$ cat src/rtl/output_collector.sv
// Collects systolic-array result rows, applies optional ReLU plus signed saturation, and buffers
// them in a small FIFO drained over valid/ready, with back-pressure and a per-batch done pulse.
module output_collector #(
  parameter int unsigned COLS  = 4,
  parameter int unsigned ACC_W = 16,
  parameter int unsigned OUT_W = 8,
  parameter int unsigned DEPTH = 4
) (
  input  logic                           clk,
  input  logic                           n_rst,
  input  logic                           trigger_array,
  input  logic [6:0]                     num_inputs,
  input  logic                           activated,
  input  logic [COLS*ACC_W-1:0]          array_out,
  input  logic                           relu_en,
  output logic                           stall,
  output logic                           out_valid,
  input  logic                           out_ready,
  output logic [COLS*OUT_W-1:0]          out_data,
  output logic [$clog2(DEPTH+1)-1:0]     occupancy,
  output logic                           batch_done
);

  localparam int unsigned PtrW = $clog2(DEPTH);
  localparam int unsigned OccW = $clog2(DEPTH + 1);
  localparam logic signed [ACC_W-1:0] SatMax = ACC_W'((1 << (OUT_W - 1)) - 1);
  localparam logic signed [ACC_W-1:0] SatMin = ~SatMax;

  typedef enum logic [1:0] {StIdle, StCollect, StDrain} state_e;

  state_e                    r_state, w_state_next;
  logic [6:0]                r_count, r_rows_in, w_rows_next;
  logic                      r_relu;
  logic [COLS*OUT_W-1:0]     r_mem [DEPTH];
  logic [PtrW-1:0]           r_wptr, r_rptr;
  logic [OccW-1:0]           r_occ;
  logic                      r_batch_done;
  logic                      w_full, w_empty, w_push, w_pop;
  logic                      w_stall, w_done_next;
  logic [COLS*OUT_W-1:0]     w_row;
  logic signed [ACC_W-1:0]   w_col;

  assign w_full      = (r_occ == OccW'(DEPTH));
  assign w_empty     = (r_occ == '0);
  // Full guard is redundant with the stall gating upstream but keeps the FIFO safe regardless.
  assign w_push      = (r_state == StCollect) && activated && (r_rows_in != r_count) && !w_full;
  assign w_pop       = !w_empty && out_ready;
  assign w_rows_next = r_rows_in + 7'(w_push);

  always_ff @(posedge clk or negedge n_rst) begin
    if (!n_rst) r_state <= StIdle;
    else        r_state <= w_state_next;
  end

  always_comb begin
    w_state_next = r_state;
    unique case (r_state)
      StIdle:    if (trigger_array) w_state_next = StCollect;
      StCollect: if (w_rows_next == r_count) w_state_next = StDrain;
      StDrain:   if (w_empty) w_state_next = StIdle;
      default:   w_state_next = StIdle;
    endcase
  end

  always_comb begin
    w_stall     = (r_state == StCollect) && w_full;
    w_done_next = (r_state == StDrain) && w_empty;
  end

  always_comb begin
    w_row = '0;
    w_col = '0;
    for (int i = 0; i < COLS; i++) begin
      w_col = array_out[i*ACC_W +: ACC_W];
      if (r_relu && w_col[ACC_W-1]) w_col = '0;
      if (w_col > SatMax)      w_row[i*OUT_W +: OUT_W] = SatMax[OUT_W-1:0];
      else if (w_col < SatMin) w_row[i*OUT_W +: OUT_W] = SatMin[OUT_W-1:0];
      else                     w_row[i*OUT_W +: OUT_W] = w_col[OUT_W-1:0];
    end
  end

  always_ff @(posedge clk or negedge n_rst) begin
    if (!n_rst) begin
      r_count      <= '0;
      r_relu       <= 1'b0;
      r_rows_in    <= '0;
      r_batch_done <= 1'b0;
    end else begin
      r_batch_done <= w_done_next;
      if (r_state == StIdle && trigger_array) begin
        r_count   <= num_inputs;
        r_relu    <= relu_en;
        r_rows_in <= '0;
      end else if (w_push) begin
        r_rows_in <= w_rows_next;
      end
    end
  end

  always_ff @(posedge clk or negedge n_rst) begin
    if (!n_rst) begin
      for (int i = 0; i < DEPTH; i++) r_mem[i] <= '0;
      r_wptr <= '0;
      r_rptr <= '0;
      r_occ  <= '0;
    end else begin
      if (w_push) begin
        r_mem[r_wptr] <= w_row;
        r_wptr        <= r_wptr + 1'b1;
      end
      if (w_pop) r_rptr <= r_rptr + 1'b1;
      r_occ <= r_occ + OccW'(w_push) - OccW'(w_pop);
    end
  end

  assign stall      = w_stall;
  assign out_valid  = !w_empty;
  assign out_data   = r_mem[r_rptr];
  assign occupancy  = r_occ;
  assign batch_done = r_batch_done;

endmodule

$ cat config.mk
export PLATFORM = sky130hd
export DESIGN_NAME = output_collector
export DESIGN_NICKNAME = d
export VERILOG_FILES = /design/src/rtl/output_collector.sv
export SDC_FILE = /design/constraint.sdc
export NUM_CORES = 1
export LEC_CHECK = 0
export CORE_AREA = 2 2 131 133
export DETAILED_ROUTE_END_ITERATION = 6
export DIE_AREA = 0 0 133 135
export DONT_BUFFER_PORTS = 1
export MAX_ROUTING_LAYER = met4
export PLACE_DENSITY = 0.65
export SLEW_MARGIN = 20
export SYNTH_ARGS = -nofsm -noshare
export SYNTH_HDL_FRONTEND = slang
export SYNTH_SLANG_ARGS = --single-unit
$ cat constraint.sdc
create_clock -name clk -period 3.7 [get_ports clk]
set_clock_uncertainty 0.2 [all_clocks]
set_input_delay 0.37 -clock clk [delete_from_list [all_inputs] [get_ports clk]]
set_output_delay 0.37 -clock clk [all_outputs]
set_load 0.01 [all_outputs]
==> metrics.md <==
| Metric | Value |
|---|---|
| Height of the die | `135 um` |
| Final weighted congestion in routability-driven placement | `0.836` |
| Startpoint of the most critical register-to-register path | `occupancy[1]` |
| Worst reg-to-reg setup slack | `between 0.3 and 0.4 ns` |
| Boundary pin count | `between 100 and 150` |
| Worst setup path category | `flop to flop` |
| Setup ws final | `~0.36 ns` |
| Worst path bufs/invs | `1` |
| Worst path max stage delay | `0.47 ns` |
| Netlist area before placement | `between 6000 and 7000 um^2` |
| Max-Slew Margin vs Limit | `between 30% and 40%` |
| Standard cell area after detailed placement | `between 7000 and 8000 um^2` |
| Area Growth Syn to Fin | `15.2%` |
| Total track usage | `a little under a fifth` |
| Net count of the finished layout | `747` |
| Number of synthesized flops with an enable pin | `0` |
| Required time reported for the critical path endpoint | `~3.8 ns` |
| Global-route wire length before repair | `25400 um` |
| Slowest-stage cell, CP | `dfrtp_1` |
| Number of failing setup endpoints in the final timing report | `0` |
| Clk pin slew, worst setup/hold paths | `roughly 0.06 ns` |
| Effective utilization at floorplan | `between 40% and 50%` |
| Kind of cell adding the most delay to the critical path | `simple AND/OR/NAND/NOR gates` |
| Power density normalized to cell area | `916 nW/um^2` |
| Number of global-route vias before repair | `roughly 5100` |
| CP arrival | `3.45 ns` |
| Clock tree sinks | `around 150` |
| Worst Setup Slack post-DPL | `approximately 0.36 ns` |
| CTS Root Buffer Type | `clkbuf_16` |
| Max-slew violation total from the final report | `0` |
| Clock network latency to the later pin of the worst-skew pair | `roughly 0.42 ns` |
| Kind of capture point of the worst setup path | `flop` |
| Critical path startpoint | `occupancy[1]` |
| Horizontal extent of the die | `between 100 and 150 um` |
| Worst hold path class | `primary input to asynchronous set/reset pin` |
| Max clock buf depth | `2` |
| Largest net degree at the start of global routing | `~150` |
| Level count of the clock H-tree | `4` |
| Synthesized instance count | `roughly 650` |
| Actual transition at the worst max-transition pin | `a little over 0.9 ns` |
| Quantity of hold-fixing buffers added after cts | `20` |
| Post-CTS Repair Setup Buffers | `0` |
| IO buf count | `0` |
| CP startpoint kind | `flop` |
| Final hold vios | `between 150 and 200` |
| Clock buffer count from CTS | `17` |
| DP HPWL | `just over 10000 um` |
| Post-route ant nets | `0` |
| Share of Yosys cell area claimed by the top area cell type | `54.8%` |
| Global route overflow | `0` |
| Total number of placement rows | `between 40 and 50` |
| Worst-case reg-to-reg path depth | `11` |
| Final Routed Wirelength | `about 16000 um` |
| Full die area | `~18000 um^2` |
| Achievable frequency | `299 MHz` |
| Worst setup endpoint | `r_state[0]` |
| Count of maximum capacitance violations | `0` |
| Leading area contributor after synthesis | `dfrtp_1` |
| RSZ-0062 raised after global routing | `no` |
| Depth of the critical timing path with buffers and inverters included | `11` |
| Share of layout cells above drive strength 1 | `12.9%` |
| Fill cell total of the finished layout | `about 1500` |
| Worst Hold Margin | `-0.553 ns` |
| Antenna cell count | `0` |
| Final critical delay including setup and external delays | `3.34 ns` |
| Final total negative setup slack | `0 ns` |
| Share of synthesized flip-flops with an asynchronous set or reset | `100%` |
| Part of the Yosys area used for sequential elements | `a little over half` |
| First-pass detailed-route iteration total | `4` |
| Antenna violations before repair | `0` |
| Maximum net fanout on the critical path | `15` |
| Vias per cell | `around 5.5` |
| Core Area | `~16000 um^2` |
| Post-synthesis net count | `between 700 and 800` |
| Leakage Power | `around 3.6 nW` |
| Cells along the critical path | `or3b_1 > and3_1 > o21ai_4 > inv_2 > ha_1 > ha_1 > and3_1 > nand3_1 > xnor2_1 > o2111ai_1 > a21o_1` |
| Prevailing post-synth register cell | `dfrtp_1` |
| Yosys warning total | `0` |
| Worst reg2reg path endpoint | `r_state[0]` |
| Distinct cells, synth | `about 40` |
| DRC violations left | `0` |
| Result of the run | `finished, violations left` |
| Top post-synthesis cells by area | `dfrtp_1 (55%), mux4_2 (10%), nand2_1 (8.8%)` |
| Post-layout power | `7.38 mW` |
| Maximum vdd drop | `0.502 mV` |
| Final std cell area, no fill | `between 8000 and 9000 um^2` |
| Drt wl/cell | `between 15 and 20 um` |
| Violated checks | `negative hold slack` |
| Drt first-iter violations | `a little under 200` |
| CTS tree | `built` |
| Total number of vias | `slightly below 5000` |
| Mapped Avg Cell Area | `approximately 11 um^2` |
| Number of flip-flops and latches in the synthesized netlist | `roughly 150` |
| Final Cycle Share | `around nine tenths` |
| Post-CTS Resized | `0` |
routing by layer:
metal	share of wire [%]	vias to the layer above	global-route usage (%)
li1	-	2315	-
met2	50	140	30.8
met1	43	2397	22.7
met4	2.6	0	7.29
met3	4.9	33	4.92
met5	0	-	-
cell usage in the layout (no fill, tap or decap), types with 5 or more instances in the layout:
master         instances
nand2b_1               5
xor2_1                 5
a21oi_1               34
o21ai_1               18
dlygate4sd3_1         20
clkbuf_16             17
inv_1                  8
dfrtp_1              151
nand3_1                6
o21ai_0              115
nor4_1                 8
mux4_2                32
xnor2_1               11
nand2_1              164
ha_1                   8
cell usage after synthesis, types with 5 or more instances:
| master | instances |
|---|---|
| o21ai_0 | 115 |
| a21oi_1 | 34 |
| nand2b_1 | 5 |
| nand2_1 | 164 |
| o21ai_1 | 18 |
| inv_1 | 8 |
| mux4_2 | 32 |
| clkbuf_1 | 16 |
| nand3_1 | 6 |
| nor4_1 | 8 |
| dfrtp_1 | 153 |
| buf_2 | 19 |
| xnor2_1 | 11 |
| xor2_1 | 5 |
| ha_1 | 8 |
sequential cells by signal (all words and copies together), names as in the netlist:
register / cells
r_relu: 1
r_state: 2
r_rptr: 2
r_rows_in: 7
batch_done: 1
occupancy: 3
r_mem: 128
r_count: 7
r_wptr: 2
where the power goes:
part           internal (mW)  switching, mW
Sequential              2.44          0.614
Combinational           1.14           1.36
Clock                   1.13          0.695
how the worst min path moves through the flow:
stage / start / endpoint / slack [ns] / cells after the start
after floorplan: n_rst / batch_done / -0.13 / 0
after global placement: n_rst / r_mem[82] / -0.12 / 0
after detailed placement: n_rst / r_mem[82] / -0.12 / 0
after CTS: n_rst / r_mem[80] / -0.57 / 0
after global routing: n_rst / r_mem[114] / -0.58 / 0
final: n_rst / r_mem[114] / -0.55 / 0
worst reg2reg max path, delay by kind of cell, from the launching register on:
family	cells	cell delay, ns
AND/OR/NAND/NOR	4	1.17
AO/OA/AOI/OAI	3	0.67
flip-flops	1	0.47
adder cells (fa/ha/maj)	2	0.47
buffers and inverters	1	0.13
XOR/XNOR	1	0.13
final cells by class:
| class | instances | area [um^2] | share of cell area (%) |
|---|---|---|---|
| multi-input cells | 453 | 2990 | 37.1 |
| clock inverters | 15 | 201 | 2.50 |
| well taps | 220 | 275 | 3.42 |
| clock buffers | 17 | 425 | 5.28 |
| repair buffers | 27 | 303 | 3.76 |
| inverters | 9 | 33.8 | 0.419 |
| flip-flops and latches | 153 | 3830 | 47.5 |
per-stage QoR:
stage,cells,utilization (%)
3_3_place_gp,842,44.1
2_1_floorplan,653,-
3_5_place_dp,842,44.1
5_1_grt,894,49.1
6_report,894,49.1
4_1_cts,894,49.1
logic make-up after synthesis:
| kind of cell | Yosys count | share of synthesized area (%) |
|---|---|---|
| mux | 33 | 10.5 |
| compound gates | 184 | 14.7 |
| fa+ha+maj | 9 | 1.72 |
| flops | 153 | 54.8 |
| simple gates | 209 | 12.8 |
| xor+xnor | 18 | 2.47 |
| buf+inv | 47 | 3.01 |
Power figures use the tool's default switching activity.
